==> src/rtl/rpn_if.sv <==
// Bus between the RPN evaluator and its controller / token memory.
// Handshake: start is a single-cycle request that is honoured only while the
// evaluator is idle; busy rises on the cycle after an accepted start and falls
// on the same cycle as the one-cycle done pulse; result and error are valid
// with done and stay stable until the next accepted start. queue_data must
// present the token at queue_index one cycle after queue_index changes.
interface rpn_if #(
  parameter int NW = 16,
  parameter int IW = 6
);
  logic          start;
  logic [NW-1:0] x;
  logic [IW:0]   expr_len;
  logic [IW-1:0] queue_index;
  logic [NW:0]   queue_data;
  logic          busy;
  logic          done;
  logic [NW-1:0] result;
  logic          error;

  modport master (
    output start, x, expr_len, queue_data,
    input  queue_index, busy, done, result, error
  );

  modport slave (
    input  start, x, expr_len, queue_data,
    output queue_index, busy, done, result, error
  );
endinterface

==> src/rtl/rpn_evaluator.sv <==
// Reverse-Polish expression evaluator over signed Q(I).(F) fixed-point values.
// Tokens are fetched one at a time from an external queue; operands and the
// variable x are pushed on an internal stack, binary operators pop two values
// and push one. Multiply takes two cycles, divide is a bit-serial restoring
// divider, power is repeated fixed-point multiplication.
module rpn_evaluator #(
  parameter int INTEGER_PART_WIDTH    = 8,
  parameter int FRACTIONAL_PART_WIDTH = 8,
  parameter int OUTPUT_QUEUE_SIZE     = 64,
  parameter int STACK_SIZE            = 16
) (
  input  logic       clk,
  input  logic       rst,
  rpn_if.slave       bus,
  output logic [2:0] state_dbg
);
  localparam int NW        = INTEGER_PART_WIDTH + FRACTIONAL_PART_WIDTH;
  localparam int FW        = FRACTIONAL_PART_WIDTH;
  localparam int IW        = $clog2(OUTPUT_QUEUE_SIZE);
  localparam int SAW       = $clog2(STACK_SIZE);
  localparam int SPW       = $clog2(STACK_SIZE + 1);
  localparam int DW        = NW + FW;
  localparam int POW_LIM   = INTEGER_PART_WIDTH * 4;
  localparam int CW        = $clog2(DW + POW_LIM + 1);
  localparam logic [NW-1:0] ONE_Q = NW'(1) << FW;

  localparam logic [2:0] OP_ADD = 3'd0;
  localparam logic [2:0] OP_SUB = 3'd1;
  localparam logic [2:0] OP_MUL = 3'd2;
  localparam logic [2:0] OP_DIV = 3'd3;
  localparam logic [2:0] OP_POW = 3'd4;
  localparam logic [2:0] OP_VAR = 3'd6;

  typedef enum logic [2:0] {
    S_IDLE, S_FETCH, S_WAIT, S_EXEC, S_MUL, S_DIV, S_POW, S_FINISH
  } state_t;

  // Signed fixed-point multiply: full product, keep the window aligned to F.
  function automatic logic [NW-1:0] qmul(input logic [NW-1:0] a, input logic [NW-1:0] b);
    logic signed [2*NW-1:0] p;
    p = $signed({{NW{a[NW-1]}}, a}) * $signed({{NW{b[NW-1]}}, b});
    return p[NW+FW-1:FW];
  endfunction

  state_t        state_q, state_d;
  logic [NW-1:0] x_q, x_d;
  logic [IW:0]   len_q, len_d;
  logic [IW:0]   idx_q, idx_d;
  logic [SPW-1:0] sp_q, sp_d;
  logic [NW-1:0] stack_q [STACK_SIZE];
  logic [NW-1:0] stack_d [STACK_SIZE];
  logic [NW-1:0] a_q, a_d;
  logic [NW-1:0] b_q, b_d;
  logic [NW-1:0] acc_q, acc_d;
  logic [CW-1:0] cnt_q, cnt_d;
  logic [NW:0]   rem_q, rem_d;
  logic [DW-1:0] dvd_q, dvd_d;
  logic [DW-1:0] quo_q, quo_d;
  logic          neg_q, neg_d;
  logic          busy_q, busy_d;
  logic          done_q, done_d;
  logic          error_q, error_d;
  logic [NW-1:0] result_q, result_d;

  logic [SAW-1:0] top_a, sec_a, push_a;
  logic [NW-1:0]  top_v, sec_v, mag_a, mag_b, push_v, div_q;
  logic [NW:0]    rem_sh;
  logic           rem_ge;
  logic [DW-1:0]  quo_n;
  logic [2:0]     op_code;
  logic           is_push;
  int             n_val;
  logic           bin_done;
  logic [NW-1:0]  bin_res;

  // Next-state, datapath and output computation for the evaluation FSM.
  always_comb begin
    state_d  = state_q;
    x_d      = x_q;
    len_d    = len_q;
    idx_d    = idx_q;
    sp_d     = sp_q;
    stack_d  = stack_q;
    a_d      = a_q;
    b_d      = b_q;
    acc_d    = acc_q;
    cnt_d    = cnt_q;
    rem_d    = rem_q;
    dvd_d    = dvd_q;
    quo_d    = quo_q;
    neg_d    = neg_q;
    busy_d   = busy_q;
    done_d   = 1'b0;
    error_d  = error_q;
    result_d = result_q;
    bin_done = 1'b0;
    bin_res  = '0;

    top_a   = SAW'(sp_q - SPW'(1));
    sec_a   = SAW'(sp_q - SPW'(2));
    push_a  = SAW'(sp_q);
    top_v   = stack_q[top_a];
    sec_v   = stack_q[sec_a];
    mag_a   = sec_v[NW-1] ? (~sec_v + 1'b1) : sec_v;
    mag_b   = top_v[NW-1] ? (~top_v + 1'b1) : top_v;
    n_val   = int'($signed(top_v[NW-1:FW]));
    op_code = bus.queue_data[2:0];
    is_push = !bus.queue_data[NW] || (op_code == OP_VAR);
    push_v  = bus.queue_data[NW] ? x_q : bus.queue_data[NW-1:0];

    // One restoring-divide step: shift in the next dividend bit, subtract if it fits.
    rem_sh  = {rem_q[NW-1:0], dvd_q[DW-1]};
    rem_ge  = rem_sh >= {1'b0, b_q};
    quo_n   = {quo_q[DW-2:0], rem_ge};
    div_q   = quo_n[NW-1:0];

    unique case (state_q)
      S_IDLE: begin
        if (bus.start) begin
          x_d     = bus.x;
          len_d   = bus.expr_len;
          idx_d   = '0;
          sp_d    = '0;
          error_d = 1'b0;
          busy_d  = 1'b1;
          state_d = S_FETCH;
        end
      end
      S_FETCH: state_d = (idx_q == len_q) ? S_FINISH : S_WAIT;
      S_WAIT:  state_d = S_EXEC;
      S_EXEC: begin
        if (is_push) begin
          if (sp_q == SPW'(STACK_SIZE)) begin
            error_d = 1'b1;
            state_d = S_FINISH;
          end else begin
            stack_d[push_a] = push_v;
            sp_d    = sp_q + 1'b1;
            idx_d   = idx_q + 1'b1;
            state_d = S_FETCH;
          end
        end else if (op_code == 3'd5 || op_code == 3'd7) begin
          // Unknown operator: flag it, skip the token, keep evaluating.
          error_d = 1'b1;
          idx_d   = idx_q + 1'b1;
          state_d = S_FETCH;
        end else if (sp_q < SPW'(2)) begin
          error_d = 1'b1;
          state_d = S_FINISH;
        end else begin
          a_d = sec_v;
          b_d = top_v;
          unique case (op_code)
            OP_ADD: begin bin_done = 1'b1; bin_res = sec_v + top_v; end
            OP_SUB: begin bin_done = 1'b1; bin_res = sec_v - top_v; end
            OP_MUL: state_d = S_MUL;
            OP_DIV: begin
              if (top_v == '0) begin
                error_d  = 1'b1;
                bin_done = 1'b1;
                bin_res  = '0;
              end else begin
                b_d     = mag_b;
                dvd_d   = {mag_a, {FW{1'b0}}};
                rem_d   = '0;
                quo_d   = '0;
                neg_d   = sec_v[NW-1] ^ top_v[NW-1];
                cnt_d   = CW'(DW);
                state_d = S_DIV;
              end
            end
            default: begin
              if (n_val <= 0) begin
                bin_done = 1'b1;
                bin_res  = ONE_Q;
              end else begin
                acc_d   = ONE_Q;
                cnt_d   = CW'((n_val > POW_LIM) ? POW_LIM : n_val);
                state_d = S_POW;
              end
            end
          endcase
        end
      end
      S_MUL: begin
        bin_done = 1'b1;
        bin_res  = qmul(a_q, b_q);
      end
      S_DIV: begin
        rem_d = rem_ge ? (rem_sh - {1'b0, b_q}) : rem_sh;
        dvd_d = dvd_q << 1;
        quo_d = quo_n;
        cnt_d = cnt_q - 1'b1;
        if (cnt_q == CW'(1)) begin
          bin_done = 1'b1;
          bin_res  = neg_q ? (~div_q + 1'b1) : div_q;
        end
      end
      S_POW: begin
        acc_d = qmul(acc_q, a_q);
        cnt_d = cnt_q - 1'b1;
        if (cnt_q == CW'(1)) begin
          bin_done = 1'b1;
          bin_res  = qmul(acc_q, a_q);
        end
      end
      S_FINISH: begin
        result_d = (sp_q == '0) ? '0 : stack_q[top_a];
        error_d  = error_q | (sp_q != SPW'(1));
        done_d   = 1'b1;
        busy_d   = 1'b0;
        state_d  = S_IDLE;
      end
      default: state_d = S_IDLE;
    endcase

    // A completed binary op replaces the two operands with its result.
    if (bin_done) begin
      stack_d[sec_a] = bin_res;
      sp_d    = sp_q - 1'b1;
      idx_d   = idx_q + 1'b1;
      state_d = S_FETCH;
    end
  end

  // State and datapath registers with asynchronous reset.
  always_ff @(posedge clk or posedge rst) begin
    if (rst) begin
      state_q  <= S_IDLE;
      x_q      <= '0;
      len_q    <= '0;
      idx_q    <= '0;
      sp_q     <= '0;
      for (int i = 0; i < STACK_SIZE; i++) stack_q[i] <= '0;
      a_q      <= '0;
      b_q      <= '0;
      acc_q    <= '0;
      cnt_q    <= '0;
      rem_q    <= '0;
      dvd_q    <= '0;
      quo_q    <= '0;
      neg_q    <= 1'b0;
      busy_q   <= 1'b0;
      done_q   <= 1'b0;
      error_q  <= 1'b0;
      result_q <= '0;
    end else begin
      state_q  <= state_d;
      x_q      <= x_d;
      len_q    <= len_d;
      idx_q    <= idx_d;
      sp_q     <= sp_d;
      stack_q  <= stack_d;
      a_q      <= a_d;
      b_q      <= b_d;
      acc_q    <= acc_d;
      cnt_q    <= cnt_d;
      rem_q    <= rem_d;
      dvd_q    <= dvd_d;
      quo_q    <= quo_d;
      neg_q    <= neg_d;
      busy_q   <= busy_d;
      done_q   <= done_d;
      error_q  <= error_d;
      result_q <= result_d;
    end
  end

  assign bus.queue_index = idx_q[IW-1:0];
  assign bus.busy        = busy_q;
  assign bus.done        = done_q;
  assign bus.result      = result_q;
  assign bus.error       = error_q;
  assign state_dbg       = state_q;
endmodule

==> src/flat_wrapper.sv <==
// flat-port wrapper written by rule: the top's interface ports become plain ports
module rpn_evaluator_flat 
#(
  parameter int INTEGER_PART_WIDTH    = 8,
  parameter int FRACTIONAL_PART_WIDTH = 8,
  parameter int OUTPUT_QUEUE_SIZE     = 64,
  parameter int STACK_SIZE            = 16
)
  (clk, rst, state_dbg, bus_start, bus_x, bus_expr_len, bus_queue_data, bus_queue_index, bus_busy, bus_done, bus_result, bus_error);
  rpn_if #(.NW((16)), .IW((6))) bus_i ();
  input  logic clk;
  input  logic rst;
  output logic [2:0] state_dbg;
  input wire logic [$bits(bus_i.start)-1:0] bus_start;
  input wire logic [$bits(bus_i.x)-1:0] bus_x;
  input wire logic [$bits(bus_i.expr_len)-1:0] bus_expr_len;
  input wire logic [$bits(bus_i.queue_data)-1:0] bus_queue_data;
  output wire logic [$bits(bus_i.queue_index)-1:0] bus_queue_index;
  output wire logic [$bits(bus_i.busy)-1:0] bus_busy;
  output wire logic [$bits(bus_i.done)-1:0] bus_done;
  output wire logic [$bits(bus_i.result)-1:0] bus_result;
  output wire logic [$bits(bus_i.error)-1:0] bus_error;
  assign bus_i.start = bus_start;
  assign bus_i.x = bus_x;
  assign bus_i.expr_len = bus_expr_len;
  assign bus_i.queue_data = bus_queue_data;
  assign bus_queue_index = bus_i.queue_index;
  assign bus_busy = bus_i.busy;
  assign bus_done = bus_i.done;
  assign bus_result = bus_i.result;
  assign bus_error = bus_i.error;
  rpn_evaluator #(.INTEGER_PART_WIDTH(INTEGER_PART_WIDTH), .FRACTIONAL_PART_WIDTH(FRACTIONAL_PART_WIDTH), .OUTPUT_QUEUE_SIZE(OUTPUT_QUEUE_SIZE), .STACK_SIZE(STACK_SIZE)) u_core (.clk(clk), .rst(rst), .bus(bus_i), .state_dbg(state_dbg));
endmodule
==> config.mk <==
export PLATFORM = sky130hd
export DESIGN_NAME = rpn_evaluator_flat
export DESIGN_NICKNAME = d
export VERILOG_FILES = /design/src/rtl/rpn_if.sv /design/src/rtl/rpn_evaluator.sv /design/src/flat_wrapper.sv
export SDC_FILE = /design/constraint.sdc
export NUM_CORES = 2
export LEC_CHECK = 0
export CAP_MARGIN = 25
export CORE_MARGIN = 1.5
export CORE_UTILIZATION = 35
export DETAILED_ROUTE_END_ITERATION = 16
export PLACE_DENSITY = 0.49
export RECOVER_POWER = 50
export SLEW_MARGIN = 20
export SYNTH_ARGS = -nofsm -noshare
export SYNTH_HDL_FRONTEND = slang
export SYNTH_SLANG_ARGS = --single-unit
==> constraint.sdc <==
create_clock -name clk -period 17.99 [get_ports clk]
set_clock_uncertainty 0.05 [all_clocks]
set_input_delay 4.4975 -clock clk [delete_from_list [all_inputs] [get_ports clk]]
set_output_delay 4.4975 -clock clk [all_outputs]
set_load 0.02 [all_outputs]
; Yosys cells after proc, flatten, opt, wreduce, memory -nomap -nowiden
; Index checks and enable logic that the tools add are counted.
[word_totals]
inputBits = 43
elab_cells = 243
output_inout_bits = 28
regBits = 423
[op_classes]
multipliers = 2
eq_ne = 39
n_bitwise = 12
add_sub_neg = 11
reduce_logical = 32
mux = 105
magnitude_cmp = 9
[ops]
columns = operator, n
row1 = 256-bit two-way mux, 4
row2 = 256-bit bitwise mux, 2
row3 = 16-bit two-way mux, 29
row4 = 16-bit binary-select mux with 4-bit select, 2
row5 = 16-bit demux with 4-bit select, 2
row6 = 24-bit two-way mux, 5
row7 = 15-bit two-way mux, 5
row8 = 16-bit case mux with 2 select lines, 2
row9 = 16-bit case mux with 4 select lines, 1
row10 = 16-bit by 1-bit adder with 16-bit output (second input constant), 3
row11 = 16-bit by 16-bit multiplier with 24-bit output, 2
row12 = 16-bit NOT, 3
row13 = 16-bit case mux with 3 select lines, 1
row14 = 24-bit case mux with 2 select lines, 1
row15 = 6-bit two-way mux, 6
row16 = 7-bit two-way mux, 5
row17 = 16-bit subtractor, 2
row18 = 15-bit case mux with 2 select lines, 1
row19 = 3-bit two-way mux, 9
row20 = 6-bit case mux with 2 select lines, 2
row21 = 3-bit == test (second input constant), 7
row22 = 5-bit two-way mux, 4
row23 = 6-bit AND reduction, 3
row24 = 17-bit by 16-bit >= comparator with 1-bit output, 1
row25 = other kinds (55), 108

; Logic depth before layout (Yosys ltp)
[depth]
depth_word = 14
mapped_depth = 30
ltp_nobuf = 24

; Worst setup path before layout
; No wires, ideal clock.
[synth_timing]
path_type = input to register
from = in bus_queue_data[0]
to = reg u_core.stack_q[111] in the netlist's numbering
n_path_buf = 3
stages = 17
t_required_ps = 17807
setup_ps = 133
arrival_time_ps = 8313
path_slack_ps = 9494
cell_sequence = clkbuf_1 and2_1 clkbuf_1 mux2i_1 ha_1 nor2b_1 o31ai_1 a21boi_0 o31a_1 o41ai_1 o2111ai_1 a21oi_1 o21bai_1 and4_1 nor4_2 clkbuf_1 o21ai_0
[synth_rtl]
columns = item, line
row1 = "start, declared", flat_wrapper.sv:17  ; input wire logic [$bits(bus_i.queue_data)-1:0] bus_queue_data;
row2 = "end signal, assigned", rpn_evaluator.sv:253  ; stack_q <= stack_d;
row3 = "end, declared", rpn_evaluator.sv:50  ; logic [NW-1:0] stack_q [STACK_SIZE];

==> results.toml <==
[global_routing]
grt_max_degree = 121
antenna_found_initial = 7
grt_pass1_vias = 32300
grt_usage_pct = 24.2
grt-ovfl-total = 0
grt_first_pass_wirelength_um = 214000

[hold_path]
holdPathEnd = "u_core.x_q[13]$_DFFE_PP0P_"
min_path_cells = 2
holdCritPathClass = "register to register"
min_from = "u_core.x_q[13]$_DFFE_PP0P_"

[yosys]
synth_warnings = 0
synth_seq_area_share_pct = 25.8
synth_fa_ha_area_share_pct = 24.3
synth_xor_area_share_pct = 3.51
avgSynthCellArea_sq_um = 9.22
synth_area_sq_um = 40300
synthMuxAreaShare_pct = 9.60
ys_seq_elements = 415
synth_compound_area_share_pct = 13.6
synth_edf_count = 0
synth_simple_gate_area_share_pct = 15.0
synth_top_area_cell = "dfrtp_1"
synthFlopType = "dfrtp_1"
synth_top_area_share_pct = 25.8
syn-num-nets = 4976
synthArstFlopShare_pct = 100
netlist_instances = 4373
yosys-top-cells-area = "dfrtp_1, fa_1, mux4_2"
synth_top_family_by_area = "adder cells"
ys_types = 81

[sta]
fmax_ghz = 0.0846
period_needed_ns = 11.82
hold_violations = 0
setup_violations = 0
fin_tns_setup_ns = 0
tightest_slew_ns = 5.64
min_period_over_period_pct = 65.7
rsz0062_at_grt = "false"
maxSlewHeadroom_pct = -276
drv_slew = 192

[worst_setup_path]
cp-end-kind = "register"
arrival_ns = 12.24
required_ns = 18.40
path_max_fanout = 49
rrSetupSlack_ns = 6.17
path_class = "register to register"
critPathLaunchType = "register"
ff2ff_path_depth = 22
reg2reg_from = "u_core.sp_q[1]$_DFFE_PP0P_"
r2r-end = "u_core.stack_q[45]$_DFF_PP0_"

[clock_network]
numCtsBuffers = 50
clock_latency_ns = 0.62
cts_buffer_depth = 3
cts_tree = "yes"
cts_resized = 0
post_cts_buffers = 0
clock-root-buffer = "clkbuf_16"
clkSinkCount = 415
holdBufCountCts = 0
htreeDepth = 2
clk_pin_slew_ns = 0.06

[route]
ant_nets = 0
viasPerCell = 5.48
wl_met1_um = 61700
routed_wl_um = 140000
via_count = 32000
drtIter0Drc = 2582
firstDrtPassIters = 5
post-route-drc-count = 0
routed-wl-met2_um = 65100
routed.top_layer = "met5"
met3WireLength_um = 8650
wire_per_inst_um = 24.0

[finish]
fin_cells = 5839
area_growth_pct = 9.83
drive_above_1_share_pct = 9.25
nNetsFinal = 4891

[floorplan]
io_pins = 71
coreArea_sq_um = 114000
dieArea_sq_um = 117000
start_util_pct = 35.3
die-width_um = 342
die_h_um = 342
fp-row-count = 124

[placement]
portBuffers = 70
dpl.hpwl_um = 96300
place.gp.congestion = 0.879
dp.cells = 5743

[outcome]
status = "finished, violations left"
violations = "max-capacitance violations, max-slew violations"

[job]
cap_violations = 4
registers in the layout (all words and copies together), names as in the netlist, 15 cells and up:
| signal | flops |
|---|---|
| u_core.stack_q | 256 |
| u_core.a_q | 16 |
| u_core.acc_q | 16 |
| u_core.b_q | 16 |
| u_core.bus.result | 16 |
| u_core.dvd_q | 16 |
| u_core.rem_q | 16 |
| u_core.x_q | 16 |
| u_core.quo_q | 15 |
worst max path at each step:
stage | slack, ns | to | from
6_report | 6.17 | u_core.stack_q[45]$_DFF_PP0_ | u_core.sp_q[1]$_DFFE_PP0P_
5_1_grt | 5.44 | u_core.sp_q[1]$_DFFE_PP0P_ | rst
4_1_cts | 8.75 | u_core.stack_q[45]$_DFF_PP0_ | bus_queue_data[2]
3_5_place_dp | 8.11 | u_core.stack_q[45]$_DFF_PP0_ | bus_queue_data[2]
3_3_place_gp | 8.01 | u_core.stack_q[93]$_DFF_PP0_ | bus_queue_data[2]
2_1_floorplan | 1.89 | u_core.a_q[0]$_DFFE_PP0P_ | rst
worst max-delay path, cell delays in order (launching register included):
cell       delay, ns
dfrtp_4         0.39
buf_4           0.73
inv_1           0.30
ha_1            0.75
clkbuf_1        2.84
inv_1           1.55
mux4_2          0.65
a21oi_1         0.64
nor3_2          0.12
nor2_1          0.14
xnor2_1         0.08
ha_1            0.34
o21a_1          0.12
o31ai_1         0.08
a21boi_0        0.17
o31a_1          0.28
o41ai_1         0.58
o2111ai_1       0.22
a21oi_1         0.35
xnor2_1         0.12
a211oi_2        0.68
buf_4           0.30
o21ai_0         0.12
placed cells by master, fill, tap and decap left out, drive strengths merged, types with 7 or more instances in the layout:
cell type	netlist	routed
nand2	707	707
inv	528	529
o31a	7	7
mux2	16	16
o211ai	266	266
dlygate4sd3	0	27
a22o	23	23
and2	239	239
fa	374	374
nor3	30	30
nand2b	26	26
mux4	143	143
nand4	19	19
o21ai	355	355
or3	9	9
a211oi	8	8
xor2	46	46
clkdlybuf4s50	0	43
buf	57	118
and3	11	11
nor2b	19	19
ha	186	186
nor4	14	14
a21o	18	18
nand3	81	81
clkinv	0	9
a221o	7	7
nor2	129	129
dfrtp	415	415
mux2i	47	47
clkbuf	274	80
a31oi	15	15
a21oi	86	86
o31ai	13	13
xnor2	114	114
o22ai	11	11
metrics by stage:
stage	utilization (%)	instance area (sq um)	hold WS [ns]	setup WS, ns
final	38.7	44300	0.421	6.17
after global routing	38.7	44300	0.456	5.44
after CTS	38.7	44300	0.427	8.75
after detailed placement	37.3	42600	0.412	8.11
after global placement	37.3	42600	0.407	8.01
after floorplan	-	40300	0.395	1.89
per-layer routing:
layer	vias to the layer above	GRT usage [%]
li1	14400	-
met3	221	3.55
met2	1091	39.2
met4	6	6.88
met1	16200	33.6
met5	-	0
kinds of logic (layout without fill, tap and decap cells):
kind of cell    count (synthesis)  after routing
buf+inv                       859            812
simple gates                 1310           1310
fa+ha+maj                     560            560
compound gates                863            863
other cells                     0              1
mux                           206            206
xor+xnor                      160            160
flops                         415            415
cells in the mapped netlist (15+ instances only):
library cell / n
mux4_2: 143
nor2b_1: 19
nand3_1: 81
nor3_1: 29
a21oi_1: 86
mux2_2: 16
o21ai_0: 342
xor2_1: 44
o211ai_1: 266
dfrtp_1: 415
nand4_1: 18
fa_1: 374
inv_1: 527
ha_1: 186
clkbuf_1: 273
nand2_1: 707
buf_1: 16
buf_2: 28
xnor2_1: 114
a21o_1: 18
and2_1: 238
a31oi_1: 15
mux2i_1: 47
a22o_1: 23
nand2b_1: 26
nor2_1: 128
area by class of cell:
cell class                      count  area [sq um]
Fill cell                       11400         70100
Multi-Input combinational cell   3099         26700
Sequential cell                   415         10400
Inverter                          528          1980
Tap cell                         1512          1890
Timing Repair Buffer              194          1630
Clock buffer                       74          1460
Clock inverter                     16           171
Antenna cell                        1          2.50
Power is not shown: default switching activity piles up to over one toggle a cycle in this logic, so the estimate is an artifact.
